## src/rtl/pc_gen_if.sv

```systemverilog
// pc_gen_if: fetch-control and instruction-memory signals of the program-counter generator
interface pc_gen_if #(
  parameter int ADDR_W  = 32,
  parameter int STALL_W = 6,
  parameter int CNT_W   = 16
);
  logic [STALL_W-1:0] stall;
  logic               if_ready;
  logic               branch_flag;
  logic [ADDR_W-1:0]  branch_target;
  logic               flush;
  logic [ADDR_W-1:0]  new_pc;
  logic [ADDR_W-1:0]  pc;
  logic               ce;
  logic               redir_pend;
  logic [CNT_W-1:0]   fetch_cnt;
  modport master (
    input  stall, if_ready, branch_flag, branch_target, flush, new_pc,
    output pc, ce, redir_pend, fetch_cnt
  );
  modport slave (
    output stall, if_ready, branch_flag, branch_target, flush, new_pc,
    input  pc, ce, redir_pend, fetch_cnt
  );
endinterface

```

## src/rtl/pc_gen.sv

```systemverilog
// pc_gen: fetch-address generator with stall/accept handshake and queued branch/flush redirects
module pc_gen #(
  parameter int          ADDR_W    = 32,
  parameter logic [31:0] RESET_VEC = 32'h0000_0000,
  parameter int          STEP      = 4,
  parameter int          STALL_W   = 6,
  parameter int          CNT_W     = 16
) (
  input logic       clk,
  input logic       rst,
  pc_gen_if.master  bus
);
  localparam logic [ADDR_W-1:0] RV = RESET_VEC[ADDR_W-1:0];
  localparam logic [ADDR_W-1:0] ST = ADDR_W'(STEP);
  typedef enum logic [1:0] {IDLE, RUN, REDIR} state_t;
  state_t            state, state_n;
  logic [ADDR_W-1:0] pend_addr, pend_n, pc_n;
  logic [CNT_W-1:0]  cnt_n;
  logic              acc;
  assign acc = bus.ce & bus.if_ready & ~bus.stall[0];
  // state and holding registers; ce rises on the first edge out of reset and stays up
  always_ff @(posedge clk) begin
    if (rst) begin
      state          <= IDLE;
      bus.pc         <= RV;
      bus.ce         <= 1'b0;
      bus.redir_pend <= 1'b0;
      pend_addr      <= '0;
      bus.fetch_cnt  <= '0;
    end else begin
      state          <= state_n;
      bus.pc         <= pc_n;
      bus.ce         <= 1'b1;
      bus.redir_pend <= state_n == REDIR;
      pend_addr      <= pend_n;
      bus.fetch_cnt  <= cnt_n;
    end
  end
  // next state: a branch that cannot be accepted parks in REDIR until the next accept or flush
  always_comb begin
    state_n = state == IDLE ? RUN :
              bus.flush     ? RUN :
              bus.branch_flag ? (acc ? RUN : REDIR) :
              acc           ? RUN : state;
  end
  // next pc, queued target and saturating accept counter; flush beats branch beats accept
  always_comb begin
    pc_n   = state == IDLE     ? (bus.flush ? bus.new_pc : bus.pc) :
             bus.flush         ? bus.new_pc :
             bus.branch_flag   ? (acc ? bus.branch_target : bus.pc) :
             acc               ? (state == REDIR ? pend_addr : bus.pc + ST) : bus.pc;
    pend_n = state != IDLE && !bus.flush && bus.branch_flag && !acc ? bus.branch_target : pend_addr;
    cnt_n  = acc && !(&bus.fetch_cnt) ? bus.fetch_cnt + 1'b1 : bus.fetch_cnt;
  end
endmodule

```

## src/flat_wrapper.sv

```systemverilog
// flat-port wrapper written by rule: the top's interface ports become plain ports
module pc_gen_flat 
#(
  parameter int          ADDR_W    = 32,
  parameter logic [31:0] RESET_VEC = 32'h0000_0000,
  parameter int          STEP      = 4,
  parameter int          STALL_W   = 6,
  parameter int          CNT_W     = 16
)
  (clk, rst, bus_stall, bus_if_ready, bus_branch_flag, bus_branch_target, bus_flush, bus_new_pc, bus_pc, bus_ce, bus_redir_pend, bus_fetch_cnt);
  pc_gen_if #(.ADDR_W(ADDR_W), .STALL_W(STALL_W), .CNT_W(CNT_W)) bus_i ();
  input logic clk;
  input logic rst;
  input wire logic [$bits(bus_i.stall)-1:0] bus_stall;
  input wire logic [$bits(bus_i.if_ready)-1:0] bus_if_ready;
  input wire logic [$bits(bus_i.branch_flag)-1:0] bus_branch_flag;
  input wire logic [$bits(bus_i.branch_target)-1:0] bus_branch_target;
  input wire logic [$bits(bus_i.flush)-1:0] bus_flush;
  input wire logic [$bits(bus_i.new_pc)-1:0] bus_new_pc;
  output wire logic [$bits(bus_i.pc)-1:0] bus_pc;
  output wire logic [$bits(bus_i.ce)-1:0] bus_ce;
  output wire logic [$bits(bus_i.redir_pend)-1:0] bus_redir_pend;
  output wire logic [$bits(bus_i.fetch_cnt)-1:0] bus_fetch_cnt;
  assign bus_i.stall = bus_stall;
  assign bus_i.if_ready = bus_if_ready;
  assign bus_i.branch_flag = bus_branch_flag;
  assign bus_i.branch_target = bus_branch_target;
  assign bus_i.flush = bus_flush;
  assign bus_i.new_pc = bus_new_pc;
  assign bus_pc = bus_i.pc;
  assign bus_ce = bus_i.ce;
  assign bus_redir_pend = bus_i.redir_pend;
  assign bus_fetch_cnt = bus_i.fetch_cnt;
  pc_gen #(.ADDR_W(ADDR_W), .RESET_VEC(RESET_VEC), .STEP(STEP), .STALL_W(STALL_W), .CNT_W(CNT_W)) u_core (.clk(clk), .rst(rst), .bus(bus_i));
endmodule
```

## config.mk

```make
export PLATFORM = sky130hd
export DESIGN_NAME = pc_gen_flat
export DESIGN_NICKNAME = d
export VERILOG_FILES = /design/src/rtl/pc_gen_if.sv /design/src/rtl/pc_gen.sv /design/src/flat_wrapper.sv
export SDC_FILE = /design/constraint.sdc
export NUM_CORES = 1
export LEC_CHECK = 0
export ABC_CLOCK_PERIOD_IN_PS = 5400
export BUFFER_PORTS_ARGS = -buffer_cell sky130_fd_sc_hd__buf_2
export CORE_MARGIN = 2
export CORE_UTILIZATION = 57
export DETAILED_ROUTE_END_ITERATION = 6
export HOLD_SLACK_MARGIN = 0.1
export PLACE_DENSITY_LB_ADDON = 0.05
export SLEW_MARGIN = 20
export SYNTH_ARGS = -nofsm -noshare
export SYNTH_HDL_FRONTEND = slang
export SYNTH_SLANG_ARGS = --single-unit
```

## constraint.sdc

```tcl
create_clock -name clk -period 5.4 [get_ports clk]
set_input_delay 0.54 -clock clk [delete_from_list [all_inputs] [get_ports clk]]
set_output_delay 0.54 -clock clk [all_outputs]
set_load 0.02 [all_outputs]
```

==> metrics.txt, run 1 <==
DR WL met2 6620 um; largest net degree at the start of global routing 71; CP cell instances or2_2, a21oi_2, buf_4, nor2_1, a31o_2, nor4_1; drt pass-1 iters 5; Pleak 2.22 nW; WHS Path Cells 3; status finished clean; fin nets 804; Final Max Slew Viols 0; PD cells about 250 mW/mm^2; syn_area_per_cell around 7.4 sq um; cell count after synthesis between 600 and 700; Port Buffer Count 119; diode count 0; post-CTS setup buffer count 0; syn_nets just over 700; ys flop type dfxtp_1; beginning of the critical path u_core.state[1]; worst hold slack 403 ps; GP Congestion 0.900; Yosys cell types 59; critical path endpoint category register; Inserted Clock Buffers 9; Placement Rows 33; R2R depth 6; worst path required time ~5700 ps; top sig layer met4; Area growth syn-to-layout 17.5%; CP Buf/Inv Count 1; most frequent cells in the layout buf_2, nand2_1, dfxtp_1, a21oi_1, nor2_1; #FFs+latches synth 84; Final ANT Viol Nets 0; Avg WL per Cell ~17 um; initial core utilization 58.1%; via count 5190; Worst-path clk slew about 100 ps; Top delay family on crit path compound AO/OA/AOI/OAI gates; worst r2r src u_core.state[1]; # setup viols final 0; die area 0.00899 sq mm; CP Launch Type register; CTS tree built; synthesized area 0.00470 sq mm; final worst slack 2640 ps; WS Path Type reg -> reg; cts hold-fix bufs 0; met3 WL 1250 um; die height 94.8 um; Worst EP arrival a little over 3000 ps; # DRC 0; GRT overflow 0; core area 0.00809 sq mm; Tcrit/Tclk final 51.2%; TNS Setup 0 ps; Worst Skew 16.2 ps; Vias per Instance about 6.2; Worst-Margin Slew approximately 1100 ps; RSZ-0062 raised after global routing false; YS warnings 0; largest area contributor in the netlist dfxtp_1; fmax 362 MHz; Skew-Pair Late Insertion Delay 370 ps; DRT iter0 DRCs ~430; Hold Crit Class in -> reg; top post-synthesis cells by area dfxtp_1, nand2_1, a21oi_1; final hold vios 0; Root Buffer clkbuf_8; Max stage delay cell, worst path a21oi_2; CTS H-tree depth 3; minimum clock period 2760 ps; DRT met1 WL 6120 um; first-pass GRT wire length 22200 um; dpl ws 2340 ps; Final HPWL DP 9430 um; drt total wl 14200 um; Clock Sink Count 84; Hold Crit Start bus_branch_target[11]; layout cells sized above 1 21.0%; total track usage 31.3%; CTS max path bufs 2; vias in the first global route 4481; Max VDD drop 187 uV; post-synth top area share 35.8%; max_cap viols 0; slew margin rel. 26.2%; CP max stage delay 680 ps; Die Wd between 90 and 100 um; Levels on crit path 6; Post-synth ARST share 0%; most common cell after layout, fill and taps aside buf_2; Ports between 100 and 150; initial antenna violation count 0; CP max FO 23; final core occ 68.2%; register area share after synthesis 35.8%; Post-synth EDFFs 0; PostCTS Resize Cnt 0
==> report_power, final <==
group	switching, mW	internal, mW
logic	0.140	0.0838
registers	0.0332	0.646
clock network	0.243	0.216
==> through the flow <==
step	power, mW	std cells	cell area [sq um]
floorplan	0.827	634	4700
global placement	0.908	820	5320
detailed placement	0.913	820	5320
CTS	1.36	836	5510
global route	1.42	837	5520
finish	1.36	837	5520
==> flip-flops by register name, summed over array words and instances (netlist names) <==
name and flops:
u_core.pend_addr 32, u_core.bus.pc 32, u_core.bus.redir_pend 1, u_core.bus.ce 1, u_core.bus.fetch_cnt 16, u_core.state 2
==> cell type report <==
class	instances	area (sq um)
repair buffers	127	659
clock buffers	11	131
fillers	741	2570
clock inverters	5	61.3
inverters	15	56.3
well taps	105	131
multi-input cells	490	2800
flip-flops and latches	84	1680
==> routing by layer <==
| layer | up-vias | GRT usage [%] |
|---|---|---|
| li1 | 2477 | - |
| met1 | 2442 | 44.5 |
| met2 | 254 | 48.6 |
| met3 | 17 | 5.51 |
| met4 | 0 | 9.42 |
| met5 | - | 0 |
==> worst min-delay path, stage by stage <==
cell and delay, ps:
buf_2 100, nand2_1 50, a21oi_1 50
==> cells by family after synthesis <==
logic type | share of synthesized area, %
AOI/OAI and AO/OA | 25.2
xor gates and xnor gates | 5.22
adders and majority gates | 0.532
buffers and inverters | 4.82
DFF | 35.8
muxes | 1.06
and+or+nand+nor | 27.4
==> cell usage after synthesis, types with 6 or more instances <==
cell type and instances:
a22oi_1 9, a221oi_1 11, nor2_1 50, nor3_1 20, nand2_1 112, a21oi_1 67
xor2_1 22, o21ai_0 41, nor4_1 7, inv_1 14, clkbuf_1 39, a211oi_1 8
o211ai_1 13, or3_1 6, dfxtp_1 84, xnor2_1 6, nand3_1 25, and4_1 6
nand4_1 10, and3_1 11
==> path summary, 6_finish.rpt <==
path / end / slack (ps)
max: u_core.bus.pc[22] / 2640
min: u_core.pend_addr[11] / 400
max reg2reg: u_core.bus.pc[22] / 2640
min reg2reg: u_core.pend_addr[0] / 450
(Power assumes the default switching activity.)
==> run 2, diff against run 1 <==
--- a/config.mk
+++ b/config.mk
@@ -5,10 +5,11 @@
 export SDC_FILE = /design/constraint.sdc
 export NUM_CORES = 1
 export LEC_CHECK = 0
-export ABC_CLOCK_PERIOD_IN_PS = 5400
+export ABC_AREA = 1
+export ABC_CLOCK_PERIOD_IN_PS = 2300
 export BUFFER_PORTS_ARGS = -buffer_cell sky130_fd_sc_hd__buf_2
 export CORE_MARGIN = 2
-export CORE_UTILIZATION = 57
+export CORE_UTILIZATION = 49
 export DETAILED_ROUTE_END_ITERATION = 6
 export HOLD_SLACK_MARGIN = 0.1
 export PLACE_DENSITY_LB_ADDON = 0.05
==> constraint.sdc (replaced) <==
create_clock -name clk -period 2.3 [get_ports clk]
set_input_delay 0.23 -clock clk [delete_from_list [all_inputs] [get_ports clk]]
set_output_delay 0.23 -clock clk [all_outputs]
set_load 0.02 [all_outputs]
==> run 2 against run 1 <==
  * Power is 140% higher
  * First-iteration DRC count decreased by 27%
  * Worst setup slack got worse by 2300 ps
  * Clock skew shrank 3.4 ps
  * Cell count grew 21%
  * Non-clock buffer count grew 9
  * Sequential cell count did not move
  * Utilization decreased by 8.5 points
  * Critical path type unchanged
  * Largest power group unchanged
==> metrics.txt, run 2 <==
status finished clean; synthesized area 0.00490 sq mm; syn_area_per_cell roughly 6.4 sq um; Post-synth ARST share 0%; total track usage 28.1%; register area share after synthesis 34.3%; CTS H-tree depth 3; Final Max Slew Viols 0; Total Power 3.27 mW; most common cell after layout, fill and taps aside nand2_1; initial core utilization 50.4%; Placement Rows 36; CP max stage delay 420 ps; CP Buf/Inv Count 2; GP Congestion between 0.9 and 1; worst r2r src u_core.bus.pc[2]; count leader, synth nand2_1; critical path endpoint category register; design area 0.00582 sq mm; Top delay family on crit path simple AND/OR/NAND/NOR gates; Skew-Pair Late Insertion Delay 370 ps; clock network power share about a third; DRT iter0 DRCs approximately 320; post-CTS setup buffer count 0; drt pass-1 iters 7; Hold Crit Class in -> reg; PostCTS Resize Cnt 0; fin cells 1016; drt total wl roughly 15000 um; Net Sw Frac around 31%; placed cells 1001; Port Buffer Count around 120; #FFs+latches synth 84; CP Launch Type register; diode count 0; worst path required time 2570 ps; PD cells 562 mW/mm^2; Avg WL per Cell 14.7 um; Vias per Instance between 5 and 6; Filler Cell Count 974; Die Wd ~100 um; top post-synthesis cells by area dfxtp_1, nand2_1, a21oi_1; die area 0.0108 sq mm; ys flop type dfxtp_1; cts hold-fix bufs 0; fin nets 956; largest net degree at the start of global routing 35; Hold Crit Start bus_branch_target[0]; TNS Setup 0 ps; CTS max path bufs 2; most frequent cells in the layout nand2_1, buf_2, a21oi_1, nor2_1, dfxtp_1; Regs by FF count u_core.bus.pc: 32 flops, u_core.pend_addr: 32 flops, u_core.bus.fetch_cnt: 16 flops; CP cell instances ha_1, nand3_2, inv_1, nand2_2, nor2_1, inv_1, o21ai_0, nand3_1, nand2_1, a21oi_1; layout cells sized above 1 19.7%; Final HPWL DP 11000 um; CP max FO 5; Root Buffer clkbuf_8; initial antenna violation count 0; # DRC 0; beginning of the critical path u_core.bus.pc[2]; largest area contributor in the netlist dfxtp_1; # setup viols final 0; Ports 125; Clock Sink Count 84; Worst-path clk slew roughly 90 ps; Pleak 2.51 nW; Post-synth EDFFs 0; Final ANT Viol Nets 0; dpl cell area roughly 0.0056 sq mm; GRT overflow 0; Worst EP arrival 2220 ps; Area growth syn-to-layout 18.7%; Worst Skew 12.8 ps; Max stage delay cell, worst path dfxtp_1; YS warnings 0; P_int about 2.3 mW; Worst-Margin Slew 784 ps; Psw 1.00 mW; Inserted Clock Buffers 9; Max VDD drop a little under 300 uV; minimum clock period 1950 ps; worst hold slack around 120 ps; die height 104 um; via count 5347; vias in the first global route between 5000 and 6000; most frequent CP cell inv_1; WS Path Type reg -> reg; first-pass GRT wire length about 25000 um; cell count after synthesis 768; post-synth top area share 34.3%; CTS tree built; reg2reg setup slack 350 ps; final hold vios 0; part of the power in registers between 40% and 50%; core area 0.00973 sq mm; Tcrit/Tclk final 84.9%; max_cap viols 0; syn_nets 845; fmax 512 MHz; Comb pwr share 17.6%; Post-synth top cells nand2_1, a21oi_1, nor2_1, dfxtp_1, o21ai_0; RSZ-0062 raised after global routing false; Yosys cell types 35; slew margin rel. 47.8%
## run 2: metrics by stage
| stage | setup slack, ps | util (%) |
|---|---|---|
| floorplan | 572 | - |
| global placement | 445 | 57.8 |
| detailed placement | 380 | 57.8 |
| CTS | 359 | 59.8 |
| global route | 53.4 | 59.8 |
| finish | 347 | 59.8 |
## run 2: power by group through the flow
stage | Sequential [mW] | Clock (mW) | Combinational [mW]
3_5_place_dp | 1.65 | 0 | 0.572
3_3_place_gp | 1.64 | 0 | 0.562
5_1_grt | 1.63 | 1.15 | 0.641
4_1_cts | 1.61 | 1.09 | 0.574
2_1_floorplan | 1.68 | 0 | 0.313
6_report | 1.61 | 1.08 | 0.575
## run 2: area by class of cell
cell class / count / area, sq um / area share [%]
Clock buffer: 11 / 141 / 2.43
Clock inverter: 4 / 50.0 / 0.860
Inverter: 77 / 289 / 4.97
Multi-Input combinational cell: 571 / 2750 / 47.3
Sequential cell: 84 / 1680 / 28.9
Tap cell: 133 / 166 / 2.86
Timing Repair Buffer: 136 / 736 / 12.6
## run 2: worst register-to-register path: cells and delay by family, from the launching register on
family                     cells  cell delay, ps
AOI/OAI and AO/OA              2             220
adders and majority gates      1             240
buffers and inverters          2             260
DFF                            1             420
and+or+nand+nor                5             710
## run 2: path summary, 6_finish.rpt
check / end / cells past startpoint
worst max-delay path: u_core.bus.pc[20] / 10
worst min register to register: u_core.pend_addr[11] / 2
worst min-delay path: u_core.pend_addr[0] / 3
worst max register to register: u_core.bus.pc[20] / 10
## run 2: kinds of logic (layout without fill, tap and decap cells)
family	count (synthesis)	after routing	share of synthesized area, %
xor gates and xnor gates	18	18	3.22
adders and majority gates	2	2	0.510
AOI/OAI and AO/OA	218	218	24.5
DFF	84	84	34.3
and+or+nand+nor	333	333	27.8
buffers and inverters	113	228	9.62
## run 2: per-layer routing
layer  global-route usage (%)  vias up  wire (um)
met5                        0        -          0
met2                     46.6      182       6940
li1                         -     2744          -
met3                     4.32       25        884
met4                     12.3        0        406
met1                     36.2     2396       6710
==> run 3, diff against run 2 <==
--- a/config.mk
+++ b/config.mk
@@ -6,10 +6,10 @@
 export NUM_CORES = 1
 export LEC_CHECK = 0
 export ABC_AREA = 1
-export ABC_CLOCK_PERIOD_IN_PS = 2300
+export ABC_CLOCK_PERIOD_IN_PS = 1950
 export BUFFER_PORTS_ARGS = -buffer_cell sky130_fd_sc_hd__buf_2
 export CORE_MARGIN = 2
-export CORE_UTILIZATION = 49
+export CORE_UTILIZATION = 54
 export DETAILED_ROUTE_END_ITERATION = 6
 export HOLD_SLACK_MARGIN = 0.1
 export PLACE_DENSITY_LB_ADDON = 0.05
==> constraint.sdc (replaced) <==
create_clock -name clk -period 1.95 [get_ports clk]
set_input_delay 0.195 -clock clk [delete_from_list [all_inputs] [get_ports clk]]
set_output_delay 0.195 -clock clk [all_outputs]
set_load 0.02 [all_outputs]
==> run 3 against run 2 <==
  * Largest cell class unchanged
  * Largest power group unchanged
  * Hold slack worse by 4.9 ps
  * Cell count fell by 0.30%
  * Combinational power up 25%
  * Via count is 4.7% higher
  * Worst setup slack lost 190 ps
  * Wire length grew 3.6%
  * Critical path type unchanged
  * Global-route usage grew 3.1 points
==> metrics.txt, run 3 (synthesis results as in run 2) <==
Hold Crit Start bus_branch_target[17]; Regs by FF count u_core.bus.pc: 32 flops, u_core.pend_addr: 32 flops, u_core.bus.fetch_cnt: 16 flops; CP max FO 14; most frequent CP cell nand2_1; drt total wl approximately 15000 um; worst r2r src u_core.bus.ce; reg2reg setup slack 160 ps; diode count 0; Area growth syn-to-layout 21.5%; die area just under 0.01 sq mm; CTS H-tree depth 3; total track usage 31.2%; minimum clock period 1790 ps; fin cells 1013; final worst slack 158 ps; Vias per Instance ~5.5; Ports 125; most common cell after layout, fill and taps aside nand2_1; worst path required time 2210 ps; largest net degree at the start of global routing 53; Die Wd 99.3 um; dpl ws 76.7 ps; Levels on crit path 9; fmax between 500 and 600 MHz; Avg WL per Cell 15.3 um; Setup crit end u_core.bus.fetch_cnt[4]; Worst-Margin Slew ~640 ps; GRT overflow 0; Reg2Reg Capture Point u_core.bus.fetch_cnt[4]; Max stage delay cell, worst path dfxtp_1; Tcrit/Tclk final roughly nine tenths; CP Launch Type register; Port Buffer Count 119; beginning of the critical path u_core.bus.ce; CP cell instances nand2_1, nor2_1, buf_4, nand2_1, buf_4, nor3_1, nand2_1, nand2_1, a21oi_1; Pleak 2.59 nW; Root Buffer clkbuf_8; GP Congestion around 0.97; slew margin rel. 57.2%; Clock Sink Count 84; Inserted Clock Buffers 9; Total Power between 3 and 4 mW; fin nets 977; Worst Skew 12.0 ps; TNS Setup 0 ps; # DRC 0; Worst-path clk slew ~90 ps; initial core utilization 55.9%; die height 99.3 um; Placement Rows 34; RSZ-0062 raised after global routing false; Skew-Pair Late Insertion Delay 370 ps; PD cells 636 mW/mm^2; status finished clean; critical path endpoint category register; WS Path Type reg -> reg; Top delay family on crit path simple AND/OR/NAND/NOR gates; via count ~5600; drt pass-1 iters 5; initial antenna violation count 0; placed cells roughly 980; core area between 0.008 and 0.009 sq mm; post-CTS setup buffer count 0; DRT iter0 DRCs 286; most frequent cells in the layout nand2_1, buf_2, a21oi_1, nor2_1, dfxtp_1; Final HPWL DP 11100 um; R2R depth 9; vias in the first global route 5186; layout cells sized above 1 20.6%; Worst EP arrival 2060 ps; final core occ 68.0%; Max VDD drop 338 uV; first-pass GRT wire length 24700 um; CTS max path bufs 2; Final Max Slew Viols 0; CTS tree built; Final ANT Viol Nets 0; final hold vios 0; CP max stage delay around 350 ps; max_cap viols 0; # setup viols final 0; Hold Crit Class in -> reg; CP Buf/Inv Count 2
[run 3: cell type report]
cell class	instances	area (sq um)
clock buffer	10	128
multi-input combinational	571	2760
tap	108	135
fill	853	2810
sequential	84	1680
timing repair buffer	157	913
inverter	77	289
clock inverter	6	46.3
[run 3: worst register-to-register path: cells and delay by family, from the launching register on]
kind                   cells  cell delay [ps]
AOI/OAI and AO/OA          1               50
DFF                        1              350
and+or+nand+nor            6              910
buffers and inverters      2              390
[run 3: routing by layer]
metal | up-vias | wire [um] | GRT usage, %
li1 | 2783 | - | -
met1 | 2516 | 6670 | 41.1
met2 | 267 | 7190 | 51.6
met3 | 33 | 1150 | 4.15
met4 | 0 | 462 | 13.1
met5 | - | 0 | 0
[run 3: per-stage QoR]
stage	hold slack, ps	area, sq um
3_5_place_dp	450	5640
2_1_floorplan	342	4900
3_3_place_gp	446	5640
6_report	111	5960
4_1_cts	102	5950
5_1_grt	122	5960
[run 3: worst min-delay path by stage]
stage	endpoint	slack, ps	cells past startpoint
2_1_floorplan	u_core.pend_addr[0]	340	2
3_3_place_gp	u_core.pend_addr[10]	450	2
3_5_place_dp	u_core.pend_addr[10]	450	2
4_1_cts	u_core.pend_addr[17]	100	3
5_1_grt	u_core.pend_addr[21]	120	3
6_report	u_core.pend_addr[17]	110	3
[run 3: report_power, final]
part           switching (mW)  internal, mW
sequential             0.0915          1.81
clock                   0.694         0.472
combinational           0.447         0.272
total                    1.23          2.55
[run 3: repair_timing]
| action | in CTS | in global routing |
|---|---|---|
| resized for setup | 0 | 4 |
| hold endpoints to repair | 13 | 0 |
| setup endpoints to repair | 0 | 3 |
| hold buffers | 13 | 0 |
